[src/rtl/knn_pkg.sv]
// Shared kNN definitions: training-set dimensions, record types and loader states.
package knn_pkg;

    localparam int NPoints = 17;
    localparam int Classes = 2;
    localparam int CoordW  = 16;

    localparam int CW   = (Classes > 1) ? $clog2(Classes) : 1;
    localparam int CntW = $clog2(NPoints + 1);

    typedef logic [CW-1:0] class_t;

    typedef struct packed {
        logic [CoordW-1:0] x;
        logic [CoordW-1:0] y;
    } point_t;

    // state    | meaning
    // ST_IDLE  | after reset, waiting for start_i
    // ST_LOAD  | accepting records into entry[count]
    // ST_DONE  | all entries written, loaded_o high, records refused
    typedef enum logic [1:0] {
        ST_IDLE = 2'd0,
        ST_LOAD = 2'd1,
        ST_DONE = 2'd2
    } load_state_t;

endpackage

[src/rtl/knn_trainset_loader.sv]
// Training-set write port for the kNN classifier: serial (point, class) records
// are written into a flop bank that drives the classifier in parallel.
module knn_trainset_loader #(
    parameter int NPoints = knn_pkg::NPoints,
    parameter int Classes = knn_pkg::Classes,
    parameter int CoordW  = knn_pkg::CoordW,
    localparam int ClsW   = (Classes > 1) ? $clog2(Classes) : 1,
    localparam int CntWL  = $clog2(NPoints + 1),
    localparam int PtW    = 2 * CoordW
) (
    input  logic             clk_i,
    input  logic             rstn_i,
    input  logic             start_i,
    input  logic             wr_valid_i,
    output logic             wr_ready_o,
    input  logic [PtW-1:0]   wr_point_i,
    input  logic [ClsW-1:0]  wr_class_i,
    output logic [PtW-1:0]   points_o  [NPoints],
    output logic [ClsW-1:0]  classes_o [NPoints],
    output logic [CntWL-1:0] count_o,
    output logic             loaded_o,
    output logic             err_o
);
    import knn_pkg::*;

    load_state_t state;
    logic        class_bad;

    // A label is out of range when it is not below Classes; the extra bit keeps
    // the compare exact when Classes is a power of two.
    assign class_bad = ({1'b0, wr_class_i} >= (ClsW + 1)'(Classes));

    // Loader FSM; wr_ready_o is registered alongside the state so it never
    // depends combinationally on wr_valid_i. start_i wins over a handshake.
    always_ff @(posedge clk_i or negedge rstn_i) begin
        if (!rstn_i) begin
            state      <= ST_IDLE;
            wr_ready_o <= 1'b0;
            count_o    <= '0;
            loaded_o   <= 1'b0;
            err_o      <= 1'b0;
            for (int i = 0; i < NPoints; i++) begin
                points_o[i]  <= '0;
                classes_o[i] <= '0;
            end
        end else begin
            case (state)
                ST_IDLE, ST_DONE: begin
                    if (start_i) begin
                        state      <= ST_LOAD;
                        wr_ready_o <= 1'b1;
                        count_o    <= '0;
                        loaded_o   <= 1'b0;
                        err_o      <= 1'b0;
                    end
                end
                ST_LOAD: begin
                    if (start_i) begin
                        count_o <= '0;
                        err_o   <= 1'b0;
                    end else if (wr_valid_i) begin
                        for (int i = 0; i < NPoints; i++) begin
                            if (count_o == CntWL'(i)) begin
                                points_o[i]  <= wr_point_i;
                                classes_o[i] <= wr_class_i;
                            end
                        end
                        count_o <= count_o + 1'b1;
                        if (class_bad) begin
                            err_o <= 1'b1;
                        end
                        if (count_o == CntWL'(NPoints - 1)) begin
                            state      <= ST_DONE;
                            wr_ready_o <= 1'b0;
                            loaded_o   <= 1'b1;
                        end
                    end
                end
                default: begin
                    state      <= ST_IDLE;
                    wr_ready_o <= 1'b0;
                end
            endcase
        end
    end

endmodule

[config.mk]
export PLATFORM = sky130hd
export DESIGN_NAME = knn_trainset_loader
export DESIGN_NICKNAME = d
export VERILOG_FILES = /design/src/rtl/knn_pkg.sv /design/src/rtl/knn_trainset_loader.sv
export SDC_FILE = /design/constraint.sdc
export NUM_CORES = 1
export LEC_CHECK = 0
export CAP_MARGIN = 20
export CORE_AREA = 4 4 233 235
export CTS_BUF_LIST = sky130_fd_sc_hd__clkbuf_4
export CTS_CLUSTER_DIAMETER = 60
export DETAILED_ROUTE_END_ITERATION = 10
export DIE_AREA = 0 0 237 239
export PLACE_DENSITY = 0.73
export SETUP_SLACK_MARGIN = 0.5
export SLEW_MARGIN = 20
export SYNTH_ARGS = -nofsm -noshare
export SYNTH_HDL_FRONTEND = slang
export SYNTH_SLANG_ARGS = --single-unit
[constraint.sdc]
create_clock -name clk_i -period 2.4 [get_ports clk_i]
set_input_delay 0.48 -clock clk_i [delete_from_list [all_inputs] [get_ports clk_i]]
set_output_delay 0.48 -clock clk_i [all_outputs]
set_load 0.1 [all_outputs]
==> results_dict.tcl, run 1 <==
set metrics [dict create \
    outcome "finished, final reports clean" \
    worst-slew-pin-transition_ns 0.899 \
    nNetsFinal 2352 \
    min_period_over_period 0.947 \
    vdd_drop_max_v 0.000860 \
    globalRouteOverflowTotal 0 \
    fin_area_um2 41000 \
    syn_inst 1297 \
    fp.coreArea_um2 52200 \
    cp-startpoint "count_o[1]" \
    initialDrtViolationCount 967 \
    place_congestion 0.820 \
    final-max-slew-violation-count 0 \
    rr_worst_depth 10 \
    timing.rr.end "points_o[158]" \
    initial_core_util 0.414 \
    final_cell_mix "buf_12, dfrtp_1, mux2_4" \
    die_area_um2 56600 \
    syn_to_final_growth_pct 89.7 \
    antenna_left 0 \
    grt_max_degree 85 \
    hpwl_mm 47.5 \
    rsz0062_at_grt "true" \
    finalPower_mw 30.8 \
    antenna_found_initial 3 \
    setup_ws_ns 0.126 \
    grt_first_pass_wirelength_mm 122 \
    hold_viol 0 \
    syn-cell-area_um2 21600 \
    cp_max_fo 6 \
    cts.sinks 570 \
    tns_ns 0 \
    hp-class "primary input to asynchronous set/reset pin" \
    ys_ff_latch 570 \
    drt-pass1-iter-count 7 \
    cts_tree "built" \
    clockBufferDepth 3 \
    clock_latency_ns 1.04 \
    leakagePower_nw 20.4 \
    period_minus_slack_ns 2.27 \
    startpoint_type "flip-flop" \
    rr_startpoint "count_o[1]" \
    setup_viol_count_final 0 \
    die_h_um 239 \
    grt_pass1_vias 17700 \
    cts-buffers-inserted 149 \
    synth_top_cell_by_area "dfrtp_1" \
    fillerInstances 2383 \
    htreeDepth 4 \
    dpl_cell_area_um2 27700 \
    root_buffer "clkbuf_4" \
    dp_slack_ns -0.0521 \
    timing.slew.headroom 0.399 \
    cap_viol_max_count 0 \
    syn_area_per_cell_um2 16.7 \
    drc 0 \
    num_rows 84 \
    grtUsageTotal 0.292 \
    vias 17200 \
    route.detailed.wl_per_inst_um 33.3 \
    max_clock_freq_mhz 440 \
    synth_area_leaders "dfrtp_1, mux2_2, buf_2" \
    required_ns 3.25 \
    critPathCaptureType "flip-flop" \
    worstPathArrival_ns 3.13 \
    r2r_slack_ns 0.13 \
    ys_warn_count 0 \
    powerDensity_nw_per_um2 751 \
    yosys.cell_types.count 36 \
    final_common_cell "buf_12" \
    via_per_inst 5.56 \
    drt-total-wl_mm 103 \
    crit_type "flip-flop to flip-flop" \
    synth_top_area_share 0.660 \
    clk_pin_slew_ns 0.07 \
    io_buffers 604 \
    finClkSkew_ns 0.0764 \
    ios 606 \
    die_x_um 237 \
    syn_nets 1339 \
    ys_seq_area_frac 0.660 \
    worstSetupEndpoint "points_o[158]" \
    layout-drive-gt1-share 0.724 \
]
==> worst max-delay path: stages, from the launching register on <==
cell	delay [ns]
dfrtp_4	0.51
buf_6	0.14
inv_4	0.06
buf_6	0.09
ha_4	0.11
and4bb_1	0.22
nor4b_4	0.26
buf_6	0.21
buf_12	0.12
buf_16	0.14
mux2_4	0.30
==> flip-flops by register name, indices dropped and copies added, names as in the netlist <==
signal / cells
state: 2
loaded_o: 1
count_o: 5
classes_o: 17
points_o: 544
wr_ready_o: 1
==> timing repair <==
action                                  4_1_cts  5_1_grt
gates cloned                                 12       37
setup buffers                                81      131
endpoints found under the setup margin      718     1127
pin swaps                                     4        6
endpoints found under the hold margin       570        0
gates resized for setup                    1685      395
hold buffers                                  3        0
==> per-stage QoR <==
step	util	cells	hold slack [ns]
floorplan	-	1297	0.184
global route	0.785	3097	0.189
global placement	0.531	2583	0.463
finish	0.785	3097	0.274
CTS	0.719	2924	0.197
detailed placement	0.531	2583	0.468
==> worst min-delay path by stage <==
stage,to,cells past startpoint
6_report,points_o[117],3
5_1_grt,points_o[117],3
4_1_cts,points_o[150],3
3_5_place_dp,points_o[394],1
3_3_place_gp,points_o[394],1
2_1_floorplan,classes_o[0],0
==> per-layer routing <==
layer | up-vias | wire [um] | GRT usage
met2 | 1081 | 51700 | 0.505
met5 | - | 0 | 0
met1 | 9085 | 36000 | 0.328
met4 | 0 | 7970 | 0.141
met3 | 393 | 7570 | 0.0945
li1 | 6664 | - | -
==> logic make-up (layout without fill, tap and decap cells) <==
family,count (synthesis),after routing,synth area share
xor gates and xnor gates,1,1,0.000405
DFF,570,570,0.660
buffers and inverters,102,1209,0.0242
adders and majority gates,5,5,0.00289
AOI/OAI and AO/OA,17,17,0.00492
and+or+nand+nor,39,39,0.0151
other,1,6,0.000173
muxes,562,562,0.293
==> synth_stat cells, drive strengths merged <==
master,count
nor3,1
a2bb2oi,1
nand4b,1
conb,1
a21oi,4
a22oi,2
and3,1
nor2,1
inv,8
mux2,561
nor4b,4
clkbuf,36
nor3b,1
buf,58
a32oi,2
a31oi,1
nand4,2
mux2i,1
o21ai,5
o21a,1
ha,5
nand3,3
nor4bb,1
xnor2,1
dfrtp,570
o22ai,1
nand2,17
nand3b,1
and4bb,6
==> report_power, final <==
group	total, mW	internal (mW)	leakage [nW]	switching [mW]
logic	10.7	3.91	11.6	6.78
registers	11.2	10.3	7.74	0.910
clock network	8.89	4.42	1.09	4.47
total	30.8	18.6	20.4	12.2
==> area by class of cell <==
| type | count | area [um^2] | share of cell area |
|---|---|---|---|
| Sequential cell | 570 | 14300 | 0.348 |
| Inverter | 8 | 37.5 | 0.000915 |
| Tap cell | 688 | 861 | 0.0210 |
| Antenna cell | 5 | 12.5 | 0.000305 |
| Multi-Input combinational cell | 625 | 8130 | 0.198 |
| Clock buffer | 216 | 1620 | 0.0395 |
| Timing Repair Buffer | 956 | 15900 | 0.387 |
| Clock inverter | 29 | 200 | 0.00488 |
Power figures use the tool's default switching activity.
==> run 2: changes to the inputs <==
--- a/config.mk
+++ b/config.mk
@@ -5,7 +5,7 @@
 export SDC_FILE = /design/constraint.sdc
 export NUM_CORES = 1
 export LEC_CHECK = 0
-export CAP_MARGIN = 20
+export CAP_MARGIN = 15
 export CORE_AREA = 4 4 233 235
 export CTS_BUF_LIST = sky130_fd_sc_hd__clkbuf_4
 export CTS_CLUSTER_DIAMETER = 60
==> results of run 2 <==
Same layout as run 1: the final DEF is identical, and so are final timing and power.
